===== config.mk =====
export PLATFORM = sky130hd
export DESIGN_NAME = axi_slave_mem
export DESIGN_NICKNAME = d
export VERILOG_FILES = /design/src/rtl/axi_slave_mem.sv
export SDC_FILE = /design/constraint.sdc
export NUM_CORES = 2
export LEC_CHECK = 0
export CORE_MARGIN = 8
export CORE_UTILIZATION = 30
export DETAILED_ROUTE_END_ITERATION = 10
export SETUP_SLACK_MARGIN = 0.1
export SYNTH_ARGS = -nofsm -noshare
export SYNTH_HDL_FRONTEND = slang
export SYNTH_SLANG_ARGS = --single-unit

===== constraint.sdc =====
create_clock -name clk -period 7.4 [get_ports clk]
set_clock_uncertainty 0.2 [all_clocks]
set_input_delay 0.74 -clock clk [delete_from_list [all_inputs] [get_ports clk]]
set_output_delay 0.74 -clock clk [all_outputs]
set_load 0.02 [all_outputs]

===== src/rtl/axi_slave_mem.sv =====
// AXI-style slave endpoint backed by a small register-file memory.
// Independent write (AW/WD -> B) and read (RA -> RD) FSMs, so reads and writes overlap freely.
module axi_slave_mem #(
    parameter int DATA_W   = 128,
    parameter int ADDR_W   = 64,
    parameter int DEPTH    = 16,
    parameter int ADDR_LSB = 4
) (
    input  logic              clk,
    input  logic              reset,
    input  logic              AWVALID,
    output logic              AWREADY,
    input  logic [ADDR_W-1:0] out_write_address,
    input  logic              WDVALID,
    output logic              WDREADY,
    input  logic [DATA_W-1:0] out_write_data,
    input  logic              BVALID,
    output logic              BREADY,
    output logic              BRESP,
    input  logic              RAVALID,
    output logic              RAREADY,
    input  logic [ADDR_W-1:0] out_read_address,
    output logic              RDVALID,
    input  logic              RDREADY,
    output logic [DATA_W-1:0] out_read_data
);

    localparam int IDX_W  = ADDR_W - ADDR_LSB;
    localparam int MEM_AW = (DEPTH > 1) ? $clog2(DEPTH) : 1;
    localparam logic [IDX_W-1:0] DEPTH_IDX = IDX_W'(DEPTH);

    localparam logic [1:0] W_IDLE   = 2'd0;
    localparam logic [1:0] W_COMMIT = 2'd1;
    localparam logic [1:0] W_RESP   = 2'd2;

    localparam logic [1:0] R_IDLE  = 2'd0;
    localparam logic [1:0] R_FETCH = 2'd1;
    localparam logic [1:0] R_DATA  = 2'd2;

    logic [1:0]        r_wstate;
    logic [1:0]        r_rstate;
    logic              r_aw_done;
    logic              r_wd_done;
    logic [IDX_W-1:0]  r_widx;
    logic [IDX_W-1:0]  r_ridx;
    logic [DATA_W-1:0] r_wdata;
    logic [DATA_W-1:0] r_mem [DEPTH];

    logic w_aw_hs;
    logic w_wd_hs;
    logic w_b_hs;
    logic w_ra_hs;
    logic w_aw_done_nx;
    logic w_wd_done_nx;
    logic w_wr_in_range;
    logic w_rd_in_range;
    logic w_unused_addr_bits;

    assign w_aw_hs       = AWVALID && AWREADY;
    assign w_wd_hs       = WDVALID && WDREADY;
    assign w_b_hs        = BVALID && BREADY;
    assign w_ra_hs       = RAVALID && RAREADY;
    assign w_aw_done_nx  = r_aw_done || w_aw_hs;
    assign w_wd_done_nx  = r_wd_done || w_wd_hs;
    assign w_wr_in_range = (r_widx < DEPTH_IDX);
    assign w_rd_in_range = (r_ridx < DEPTH_IDX);

    // Byte-offset bits never select anything.
    assign w_unused_addr_bits = ^{out_write_address[ADDR_LSB-1:0], out_read_address[ADDR_LSB-1:0]};

    // Memory array: cleared on reset, written only in the commit cycle of an in-range write.
    always_ff @(posedge clk or negedge reset) begin
        if (!reset) begin
            for (int i = 0; i < DEPTH; i++) begin
                r_mem[i] <= '0;
            end
        end else if ((r_wstate == W_COMMIT) && w_wr_in_range) begin
            r_mem[r_widx[MEM_AW-1:0]] <= r_wdata;
        end
    end

    // Write FSM: collect AW and WD in any order, commit, then hold the response until BVALID.
    always_ff @(posedge clk or negedge reset) begin
        if (!reset) begin
            r_wstate  <= W_IDLE;
            r_aw_done <= 1'b0;
            r_wd_done <= 1'b0;
            r_widx    <= '0;
            r_wdata   <= '0;
            AWREADY   <= 1'b0;
            WDREADY   <= 1'b0;
            BREADY    <= 1'b0;
            BRESP     <= 1'b0;
        end else begin
            case (r_wstate)
                W_IDLE: begin
                    if (w_aw_hs) begin
                        r_widx <= out_write_address[ADDR_W-1:ADDR_LSB];
                    end
                    if (w_wd_hs) begin
                        r_wdata <= out_write_data;
                    end
                    r_aw_done <= w_aw_done_nx;
                    r_wd_done <= w_wd_done_nx;
                    AWREADY   <= !w_aw_done_nx;
                    WDREADY   <= !w_wd_done_nx;
                    if (w_aw_done_nx && w_wd_done_nx) begin
                        r_wstate <= W_COMMIT;
                    end
                end
                W_COMMIT: begin
                    BRESP    <= w_wr_in_range;
                    BREADY   <= 1'b1;
                    r_wstate <= W_RESP;
                end
                W_RESP: begin
                    if (w_b_hs) begin
                        BREADY    <= 1'b0;
                        BRESP     <= 1'b0;
                        r_aw_done <= 1'b0;
                        r_wd_done <= 1'b0;
                        AWREADY   <= 1'b1;
                        WDREADY   <= 1'b1;
                        r_wstate  <= W_IDLE;
                    end
                end
                default: begin
                    r_wstate  <= W_IDLE;
                    r_aw_done <= 1'b0;
                    r_wd_done <= 1'b0;
                    AWREADY   <= 1'b0;
                    WDREADY   <= 1'b0;
                    BREADY    <= 1'b0;
                    BRESP     <= 1'b0;
                end
            endcase
        end
    end

    // Read FSM: latch address, fetch (pre-write data on a same-cycle commit), hold until RDREADY.
    always_ff @(posedge clk or negedge reset) begin
        if (!reset) begin
            r_rstate      <= R_IDLE;
            r_ridx        <= '0;
            RAREADY       <= 1'b0;
            RDVALID       <= 1'b0;
            out_read_data <= '0;
        end else begin
            case (r_rstate)
                R_IDLE: begin
                    if (w_ra_hs) begin
                        r_ridx   <= out_read_address[ADDR_W-1:ADDR_LSB];
                        RAREADY  <= 1'b0;
                        r_rstate <= R_FETCH;
                    end else begin
                        RAREADY  <= 1'b1;
                    end
                end
                R_FETCH: begin
                    out_read_data <= w_rd_in_range ? r_mem[r_ridx[MEM_AW-1:0]] : '0;
                    RDVALID       <= 1'b1;
                    r_rstate      <= R_DATA;
                end
                R_DATA: begin
                    if (RDREADY) begin
                        RDVALID  <= 1'b0;
                        RAREADY  <= 1'b1;
                        r_rstate <= R_IDLE;
                    end
                end
                default: begin
                    r_rstate <= R_IDLE;
                    RAREADY  <= 1'b0;
                    RDVALID  <= 1'b0;
                end
            endcase
        end
    end

endmodule


==> impl_metrics.csv <==
group,metric,value,unit
status,status,"finished, final reports clean",
cells_and_area,layout-drive-gt1-share,33.36,%
power,p_leak,59.65,nW
yosys,synth_top_area_cell,"dfrtp_1",
setup_path,r2r-start,"r_widx[8]$_DFFE_PN0P_",
setup_path,worst_ep_arrival_time,4.74,ns
cells_and_area,final_cell_mix,"dfrtp_1, mux2_2, mux2i_1",
placed_design,gp_congestion,0.7547,
setup_path,crit_type,"reg -> reg",
detailed_routing,wl,327.7,mm
detailed_routing,viasPerCell,5.175,
yosys,synth.area.top_cells,"dfrtp_1, mux2_2, mux2i_1",
hold_path,hold_path.class,"in -> async",
power,power.share.clock,35.9,%
yosys,synth-seq-cells,2436,
floorplanning,die_h,615.3,um
clock_tree,ctsResizeCount,0,
placed_design,io_buffers,388,
setup_path,cpLargestDelayFamily,"simple AND/OR/NAND/NOR gates",
cells_and_area,area_delta_synth_final,16.36,%
setup_path,cp-start-kind,"flip-flop",
floorplanning,dieArea,378600,sq um
timing,finalCritPeriodShare,56.74,%
setup_path,endpoint_kind,"flip-flop",
power,sequentialPowerShare,41.1,%
cells_and_area,multi_input_area,43510,sq um
floorplanning,row_count,220,
timing,setup_violations,0,
timing,rsz0062_at_grt,"false",
yosys,syn-num-nets,7850,
setup_path,cp_slowest_cell,"nor4_4",
clock_tree,clk_latency,0.90,ns
yosys,async_reset_ff_share,100.0,%
placed_design,dp_hpwl,174.9,mm
run,cap_violations,0,
global_routing,antenna_found_initial,30,
clock_tree,h-tree-depth,5,
clock_tree,clkSinkCount,2436,
detailed_routing,drc,0,
detailed_routing,postRouteAntennaNets,0,
global_routing,grt_max_degree,188,
power,p_comb_share,23.0,%
timing,finalCriticalPeriod,4.199,ns
power,sw_frac_of_total,34.56,%
power,finalPower,0.03914,W
yosys,synth_area,107800,sq um
yosys,yosysSeqAreaShare,56.57,%
cells_and_area,regArea,60970,sq um
timing,worst_slew_margin_rel,11.12,%
detailed_routing,wl_per_cell,25.77,um
power,switchingPower,0.01353,W
global_routing,grt_pass1_wl,486.8,mm
floorplanning,start_util,30.07,%
yosys,synth_flop_cell,"dfrtp_1",
power,ir_drop,0.3278,mV
yosys,synth_edf_count,0,
floorplanning,core_area,358400,sq um
yosys,synth_cells,7587,
setup_path,path_cells,"nor4_4, nand4_1, nor4_4, buf_4, buf_4, mux2_2",
clock_tree,clock_path_buffers,4,
timing,slew_viol_final,0,
clock_tree,cts-root-buf,"clkbuf_16",
cells_and_area,fillers,34270,
timing,hold_violations,0,
clock_tree,cts_tree,"yes",
cells_and_area,finalNetCount,7988,
yosys,syn_avg_cell_area,14.20,sq um
clock_tree,clk_pin_slew_worst_paths,0.06,ns
timing,max_freq,0.2382,GHz
power,intPower,0.02561,W
power,p_per_area,312.2,nW/um^2
global_routing,grt_overflow_total,0,
global_routing,grt_usage,16.81,%
floorplanning,ios,397,
yosys,ys_types,40,
detailed_routing,drtIter0Drc,4751,
setup_path,cp.buffers_inverters,2,
floorplanning,dieWidth,615.3,um
timing,tightest_slew,1.333,ns
setup_path,slowest_delay,1.01,ns
setup_path,crit_required,7.94,ns
detailed_routing,first_pass_iters,5,
setup_path,cp-startpoint,"r_widx[8]$_DFFE_PN0P_",
global_routing,grt_pass1_vias,71850,
timing,fin_tns_setup,0,ns
yosys,yosys_warnings,0,
setup_path,worstPathMaxFanout,29,
yosys,yosys.area.top_type_share,56.57,%
detailed_routing,vias,65800,
clock_tree,numCtsBuffers,279,
cells_and_area,final_common_cell,"dfrtp_1",
==> power groups by stage <==
stage          registers (W)  logic, W  clock network (W)
6_report              0.0161   0.00901             0.0140
5_1_grt               0.0163   0.00940             0.0149
4_1_cts               0.0161   0.00902             0.0144
3_5_place_dp          0.0163   0.00901                  0
3_3_place_gp          0.0161   0.00893                  0
2_1_floorplan         0.0149   0.00637                  0
==> layout make-up <==
| class | count | share of cell area (%) |
|---|---|---|
| inverters | 1 | 0.008981 |
| well taps | 4773 | 4.763 |
| clock buffers | 403 | 6.459 |
| clock inverters | 84 | 1.010 |
| flip-flops and latches | 2436 | 48.63 |
| multi-input cells | 4477 | 34.70 |
| repair buffers | 530 | 4.413 |
| diodes | 10 | 0.01996 |
==> kinds of logic (layout without fill, tap and decap cells) <==
| kind of cell | count (synthesis) | in the layout | synth area share (%) |
|---|---|---|---|
| other | 0 | 10 | 0 |
| buffers and inverters | 674 | 1018 | 3.221 |
| multiplexers | 3319 | 3319 | 33.50 |
| flip-flops | 2436 | 2436 | 56.57 |
| AO/OA/AOI/OAI | 785 | 785 | 4.855 |
| AND/OR/NAND/NOR | 373 | 373 | 1.856 |
==> sequential cells by signal (all words and copies together) (netlist names) <==
name           count
r_aw_done          1
r_rstate           2
RDVALID            1
r_wdata          128
r_widx            60
out_read_data    128
BRESP              1
AWREADY            1
RAREADY            1
BREADY             1
WDREADY            1
r_wd_done          1
r_wstate           2
r_mem           2048
r_ridx            60
==> through the flow <==
step                      instance area (sq um)  cells  util [%]  setup WS (ns)  hold WS (ns)
after floorplan                          107800   7587         -          4.885        0.2444
after global placement                   116000  12220     32.36          3.254        0.2665
after detailed placement                 116000  12220     32.36          3.230        0.2675
after CTS                                125400  12700     34.98          3.168        0.1530
after global routing                     125400  12710     34.98          3.059        0.1911
final                                    125400  12710     34.98          3.201        0.2225
==> metal layers <==
| layer | share of wire [%] | vias up | GRT usage (%) | routed length, um |
|---|---|---|---|---|
| li1 | - | 28060 | - | - |
| met1 | 43 | 35440 | 21.41 | 139600 |
| met4 | 3.9 | 20 | 6.146 | 12750 |
| met2 | 48 | 1661 | 28.37 | 157600 |
| met3 | 5.4 | 626 | 3.266 | 17690 |
| met5 | 0.035 | - | 0 | 116 |
==> worst reg2reg max path, cell delays in order (launching register included) <==
cell and delay [ns]:
dfrtp_1 0.40, nor4_4 1.01, nand4_1 0.29, nor4_4 0.31, buf_4 0.65, buf_4 0.70, mux2_2 0.49
==> cell usage after synthesis, types with 2 or more instances <==
master and n:
or4_1 2, o21ai_0 5, nor4bb_1 6, nand2_1 135, mux2i_1 1024, nor4_4 5
buf_1 186, a21o_1 3, nor4_1 31, nor2b_1 3, mux2_2 2041, nor3_1 130
mux2_1 254, clkbuf_1 221, and4b_1 4, o21a_1 2, nor2_1 5, nand3_1 3
nor4b_1 5, buf_6 68, nand2b_1 7, a21oi_1 133, buf_2 125, o22ai_1 256
a22oi_1 256, dfrtp_1 2436, nand4_1 22, nor4_2 8, o31ai_1 128, buf_4 73
==> timing repair <==
item / 4_1_cts / 5_1_grt
buffers inserted: 0 / 0
endpoints found under the hold margin: 116 / 0
hold buffers: 1 / 0
==> worst paths after layout <==
| check | cells after the start | slack [ns] | end |
|---|---|---|---|
| min in group clk | 2 | 0.25 | r_wdata[119]$_DFFE_PN0P_ |
| max in group asynchronous | 4 | 4.59 | r_mem[1812]$_DFFE_PN0P_ |
| setup reg to reg | 6 | 3.20 | r_mem[1332]$_DFFE_PN0P_ |
| hold / removal | 2 | 0.22 | r_ridx[1]$_DFFE_PN0P_ |
| setup / recovery | 6 | 3.20 | r_mem[1332]$_DFFE_PN0P_ |
| hold reg to reg | 1 | 0.28 | r_mem[1787]$_DFFE_PN0P_ |
(Power assumes the default switching activity.)
